[src/rtl/multiply_sum_pipe.sv]
// Three-stage signed multiply-sum pipeline: out = bias + sum(coef[k]*data[k]), valid/ready flow control.
// Define MULTIPLY_SUM_PIPE_SATURATE_EN to clamp sum_o on overflow instead of wrapping.
module multiply_sum_pipe #(
    parameter int NUM_TAPS = 3,
    parameter int DATA_W   = 32,
    parameter int COEF_W   = 8,
    parameter int BIAS_W   = 16,
    parameter int OUT_W    = 32
) (
    input  logic                         clk,
    input  logic                         rst,
    input  logic                         in_valid,
    output logic                         in_ready,
    input  logic [NUM_TAPS*DATA_W-1:0]   data_i,
    input  logic [BIAS_W-1:0]            bias_i,
    input  logic                         coef_we,
    input  logic [2:0]                   coef_idx,
    input  logic [COEF_W-1:0]            coef_data,
    output logic                         out_valid,
    input  logic                         out_ready,
    output logic [OUT_W-1:0]             sum_o,
    output logic                         ovf_o,
    output logic                         busy_o
);

    localparam int ACC_W    = DATA_W + COEF_W + $clog2(NUM_TAPS) + 1;
    localparam int NUM_PART = (NUM_TAPS + 1) / 2;

    logic signed [COEF_W-1:0] coef   [NUM_TAPS];
    logic signed [ACC_W-1:0]  prod_c [NUM_TAPS];
    logic signed [ACC_W-1:0]  prod   [NUM_TAPS];
    logic signed [ACC_W-1:0]  bias_r;
    logic signed [ACC_W-1:0]  part_c [NUM_PART];
    logic signed [ACC_W-1:0]  part   [NUM_PART];
    logic signed [ACC_W-1:0]  r;
    logic [OUT_W-1:0]         sum_c;
    logic                     ovf_c;
    logic                     v1;
    logic                     v2;
    logic                     advance;

    always_comb begin
        advance  = ~(out_valid & ~out_ready);
        in_ready = advance;
        busy_o   = v1 | v2 | out_valid;
    end

    // Writes land regardless of stall; a sample accepted on the same edge sees the old value.
    always_ff @(posedge clk) begin
        if (rst) begin
            for (int k = 0; k < NUM_TAPS; k++) coef[k] <= '0;
        end else if (coef_we) begin
            for (int k = 0; k < NUM_TAPS; k++)
                if (coef_idx == 3'(k)) coef[k] <= coef_data;
        end
    end

    always_comb begin
        for (int k = 0; k < NUM_TAPS; k++)
            prod_c[k] = ACC_W'($signed(data_i[k*DATA_W +: DATA_W])) * ACC_W'(coef[k]);
    end

    always_ff @(posedge clk) begin
        if (rst) begin
            v1     <= 1'b0;
            bias_r <= '0;
            for (int k = 0; k < NUM_TAPS; k++) prod[k] <= '0;
        end else if (advance) begin
            v1     <= in_valid;
            bias_r <= ACC_W'($signed(bias_i));
            for (int k = 0; k < NUM_TAPS; k++) prod[k] <= prod_c[k];
        end
    end

    genvar j;
    generate
        for (j = 0; j < NUM_PART; j++) begin : g_pair
            if (2*j + 1 < NUM_TAPS) begin : g_two
                assign part_c[j] = prod[2*j] + prod[2*j+1];
            end else begin : g_one
                assign part_c[j] = prod[2*j];
            end
        end
    endgenerate

    always_ff @(posedge clk) begin
        if (rst) begin
            v2 <= 1'b0;
            for (int p = 0; p < NUM_PART; p++) part[p] <= '0;
        end else if (advance) begin
            v2 <= v1;
            for (int p = 0; p < NUM_PART; p++)
                part[p] <= (p == 0) ? part_c[p] + bias_r : part_c[p];
        end
    end

    always_comb begin
        r = '0;
        for (int p = 0; p < NUM_PART; p++) r = r + part[p];
    end

    // Result fits OUT_W exactly when all bits from the OUT_W sign bit upward agree.
    generate
        if (ACC_W > OUT_W) begin : g_narrow
            assign ovf_c = ~((&r[ACC_W-1:OUT_W-1]) | ~(|r[ACC_W-1:OUT_W-1]));
`ifdef MULTIPLY_SUM_PIPE_SATURATE_EN
            assign sum_c = ~ovf_c ? r[OUT_W-1:0] :
                           r[ACC_W-1] ? {1'b1, {(OUT_W-1){1'b0}}} : {1'b0, {(OUT_W-1){1'b1}}};
`else
            assign sum_c = r[OUT_W-1:0];
`endif
        end else begin : g_wide
            assign ovf_c = 1'b0;
            assign sum_c = OUT_W'(r);
        end
    endgenerate

    always_ff @(posedge clk) begin
        if (rst) begin
            out_valid <= 1'b0;
            sum_o     <= '0;
            ovf_o     <= 1'b0;
        end else if (advance) begin
            out_valid <= v2;
            sum_o     <= sum_c;
            ovf_o     <= ovf_c;
        end
    end

endmodule

[config.mk]
export PLATFORM = sky130hd
export DESIGN_NAME = multiply_sum_pipe
export DESIGN_NICKNAME = d
export VERILOG_FILES = /design/src/rtl/multiply_sum_pipe.sv
export SDC_FILE = /design/constraint.sdc
export NUM_CORES = 2
export LEC_CHECK = 0
export BUFFER_PORTS_ARGS = -buffer_cell sky130_fd_sc_hd__buf_2
export CAP_MARGIN = 30
export CORE_MARGIN = 4
export CORE_UTILIZATION = 65
export CTS_CLUSTER_SIZE = 10
export DETAILED_ROUTE_END_ITERATION = 10
export GPL_TIMING_DRIVEN = 1
export PLACE_DENSITY = 0.83
export SKIP_CTS_REPAIR_TIMING = 1
export SYNTH_ARGS = -nofsm -noshare
export SYNTH_HDL_FRONTEND = slang
export SYNTH_SLANG_ARGS = --single-unit
[constraint.sdc]
create_clock -name clk -period 6 [get_ports clk]
set_input_delay 0.3 -clock clk [delete_from_list [all_inputs] [get_ports clk]]
set_output_delay 0.3 -clock clk [all_outputs]
set_load 0.02 [all_outputs]
==> results.sh <==
export IMPL_ys_ff_latch=279
export IMPL_drcViolationCount=0
export IMPL_grt_start_max_net_pins=151
export IMPL_start_util_pct=66.0
export IMPL_max_stage_delay_ns=0.55
export IMPL_dieArea_um2=68400
export IMPL_synth_seq_area_share_pct=18.8
export IMPL_dp_cells=5443
export IMPL_cts_sinks=279
export IMPL_route_met2_wl_um=47800
export IMPL_r2r_end="prod[0][122]"
export IMPL_cellLeakagePower_nw=22.0
export IMPL_rows=92
export IMPL_drtIter0Drc=2666
export IMPL_grt_overflow_total=0
export IMPL_violations="hold timing"
export IMPL_endpoint="prod[0][122]"
export IMPL_ys_flop_type="edfxtp_1"
export IMPL_syn_num_nets=5588
export IMPL_syn_area_um2=41800
export IMPL_combinationalPowerShare_pct=75.8
export IMPL_port_buffer_count=163
export IMPL_mostFrequentLayoutCells="843 x inv_1, 639 x fa_1, 638 x and2_1"
export IMPL_path_depth=20
export IMPL_relSlewSlack_pct=49.9
export IMPL_grt_pass1_wl_um=168000
export IMPL_irDropWorstVdd_mv=0.310
export IMPL_layout_commonest_cell="inv_1"
export IMPL_die_x_um=261
export IMPL_ff2ff_path_depth=20
export IMPL_regToRegStartpoint="coef[0][23]"
export IMPL_hold_viol=7
export IMPL_clk_path_buf_depth=3
export IMPL_final_nets=5738
export IMPL_p_clk_share_pct=9.0
export IMPL_netSwitchingFraction_pct=50.2
export IMPL_netlist_area_leader_share_pct=30.6
export IMPL_m1WireLength_um=43200
export IMPL_yosysWarnings=0
export IMPL_skew_ns=0.0281
export IMPL_required_ns=6.30
export IMPL_min_period_ns=5.79
export IMPL_area_growth_pct=7.90
export IMPL_worstPathArrival_ns=6.09
export IMPL_finalSetupViolations=0
export IMPL_path_delay_family="adder cells"
export IMPL_crit_type="reg -> reg"
export IMPL_yosysTopAreaCell="fa_1"
export IMPL_io_pins=164
export IMPL_critPathLaunch="coef[0][23]"
export IMPL_outcome="finished, violations left"
export IMPL_crit_top_cell="fa_1"
export IMPL_place_ws_ns=0.0920
export IMPL_wl_um=103000
export IMPL_start_kind="flip-flop"
export IMPL_r2r_setup_slack_ns=0.21
export IMPL_netlist_top_cells_area="fa_1 31%, edfxtp_1 16%, and2_1 9.6%"
export IMPL_hold_path_class="in -> reg"
export IMPL_p_seq_share_pct=15.2
export IMPL_drt_pre_antenna_iters=6
export IMPL_crit_chain="clkinvlp_4 -> buf_4 -> nor2_1 -> fa_1 -> fa_1 -> fa_1 -> inv_1 -> fa_1 -> inv_1 -> ha_1 -> and3_1 -> nand2_1 -> or2_2 -> or2_2 -> o221ai_1 -> o41ai_2 -> o21a_1 -> o31ai_1 -> xnor2_1 -> nor2_1"
export IMPL_dp_hpwl_um=82200
export IMPL_first_global_vias=32407
export IMPL_p_int_mw=11.2
export IMPL_fill_cells=4690
export IMPL_critPathCaptureType="flip-flop"
export IMPL_htreeDepth=2
export IMPL_num_vias=31737
export IMPL_async_reset_ff_share_pct=0
export IMPL_gp_congestion=0.935
export IMPL_max_freq_mhz=173
export IMPL_core_area_um2=63300
export IMPL_drive_above_1_share_pct=7.44
export IMPL_wire_per_inst_um=18.6
export IMPL_root_buffer="clkbuf_16"
export IMPL_vias_per_cell=5.74
export IMPL_cts_buffers=36
export IMPL_synth_edf_count=227
export IMPL_slew_viol_final=0
export IMPL_cp_max_fo=9
export IMPL_die_h_um=261
export IMPL_layout_setup_ws_ns=0.214
export IMPL_slowest_stage="fa_1"
export IMPL_clk_pin_slew_ns=0.07
export IMPL_clock_latency_ns=0.56
export IMPL_fin_cells=5529
export IMPL_path_buf_inv=4
export IMPL_yosys_cell_types_count=83
export IMPL_highest_layer="met5"
export IMPL_p_per_area_nw_per_um2=501
export IMPL_cts_tree="done"
export IMPL_dr_wl_met3_um=8680
export IMPL_antenna_found_initial=5
export IMPL_worstMarginPinSlew_ns=0.746
export IMPL_whs_ns=-0.00845
export IMPL_period_share_pct=96.4
export IMPL_drv_cap=0
export IMPL_drtAntennaViolNets=0
export IMPL_synth_cells=4508
export IMPL_switchingPower_mw=11.3
export IMPL_grt_usage_pct=30.8
export IMPL_synth_area_per_cell_um2=9.26
[synthesized netlist by cell type, types with 69 or more instances]
library cell  count
a21oi_1         183
nor3_1           69
nand2_1         245
inv_1           846
xnor2_1          77
o21ai_0         116
nor2_1          303
ha_1            313
and2_1          638
and3_1           84
fa_1            639
edfxtp_1        227
clkbuf_1        131
[power groups by stage]
stage	registers, mW	clock network (mW)	logic (mW)
after floorplan	3.38	0	12.2
after global placement	3.46	0	16.3
after detailed placement	3.48	0	16.6
after CTS	3.45	2.05	16.8
after global routing	3.48	2.13	19.2
final	3.44	2.03	17.1
[through the flow]
step,total power [mW],TNS [ns],util (%),instance area [um2]
2_1_floorplan,15.6,0,-,41800
3_3_place_gp,19.7,0,69.1,43700
3_5_place_dp,20.1,0,69.1,43700
4_1_cts,22.3,0,70.8,44800
5_1_grt,24.8,-0.0274,71.2,45100
6_report,22.6,0,71.2,45100
[sequential cells by signal, indices dropped and copies added (netlist names)]
signal     flops
bias_r        16
coef          24
out_valid      1
ovf_o          1
part          83
prod         120
sum_o         32
v1             1
v2             1
[worst reg2reg max path: stages (launching register included)]
cell        delay, ns
edfxtp_1         0.45
clkinvlp_4       0.26
buf_4            0.23
nor2_1           0.14
fa_1             0.47
fa_1             0.47
fa_1             0.49
inv_1            0.05
fa_1             0.55
inv_1            0.06
ha_1             0.37
and3_1           0.25
nand2_1          0.07
or2_2            0.28
or2_2            0.27
o221ai_1         0.28
o41ai_2          0.12
o21a_1           0.23
o31ai_1          0.29
xnor2_1          0.15
nor2_1           0.06
[how the worst min path moves through the flow]
stage | from | to | slack, ns | cells after the start
6_report | bias_i[14] | bias_r[14] | -0.008 | 3
5_1_grt | bias_i[0] | bias_r[0] | 0.004 | 3
4_1_cts | bias_i[6] | bias_r[6] | -0.03 | 3
3_5_place_dp | sum_o[24] | sum_o[24] | 0.44 | 2
3_3_place_gp | sum_o[24] | sum_o[24] | 0.43 | 2
2_1_floorplan | bias_r[0] | bias_r[0] | 0.43 | 2
[kinds of logic after synthesis]
| logic type | Yosys count | synth area share (%) |
|---|---|---|
| adder cells (fa/ha/maj) | 952 | 40.0 |
| flip-flops | 279 | 18.8 |
| buffers and inverters | 989 | 8.89 |
| AO/OA/AOI/OAI | 618 | 9.83 |
| XOR/XNOR | 132 | 2.77 |
| multiplexers | 11 | 0.267 |
| AND/OR/NAND/NOR | 1527 | 19.4 |
[per-layer routing]
metal	vias to the layer above	track usage, %
met5	-	0
met4	4	8.48
met3	187	5.75
met2	1197	49.8
met1	15687	43.4
li1	14662	-
[final cells by class]
class / count / area, um2 / share of cell area (%)
multi-input cells: 3240 / 30200 / 67.1
diodes: 3 / 7.51 / 0.0167
clock inverters: 11 / 113 / 0.250
clock buffers: 49 / 960 / 2.13
repair buffers: 254 / 1620 / 3.60
flip-flops and latches: 279 / 7860 / 17.4
well taps: 846 / 1060 / 2.35
inverters: 847 / 3190 / 7.09
No activity file was read; power rests on OpenSTA's default activity.
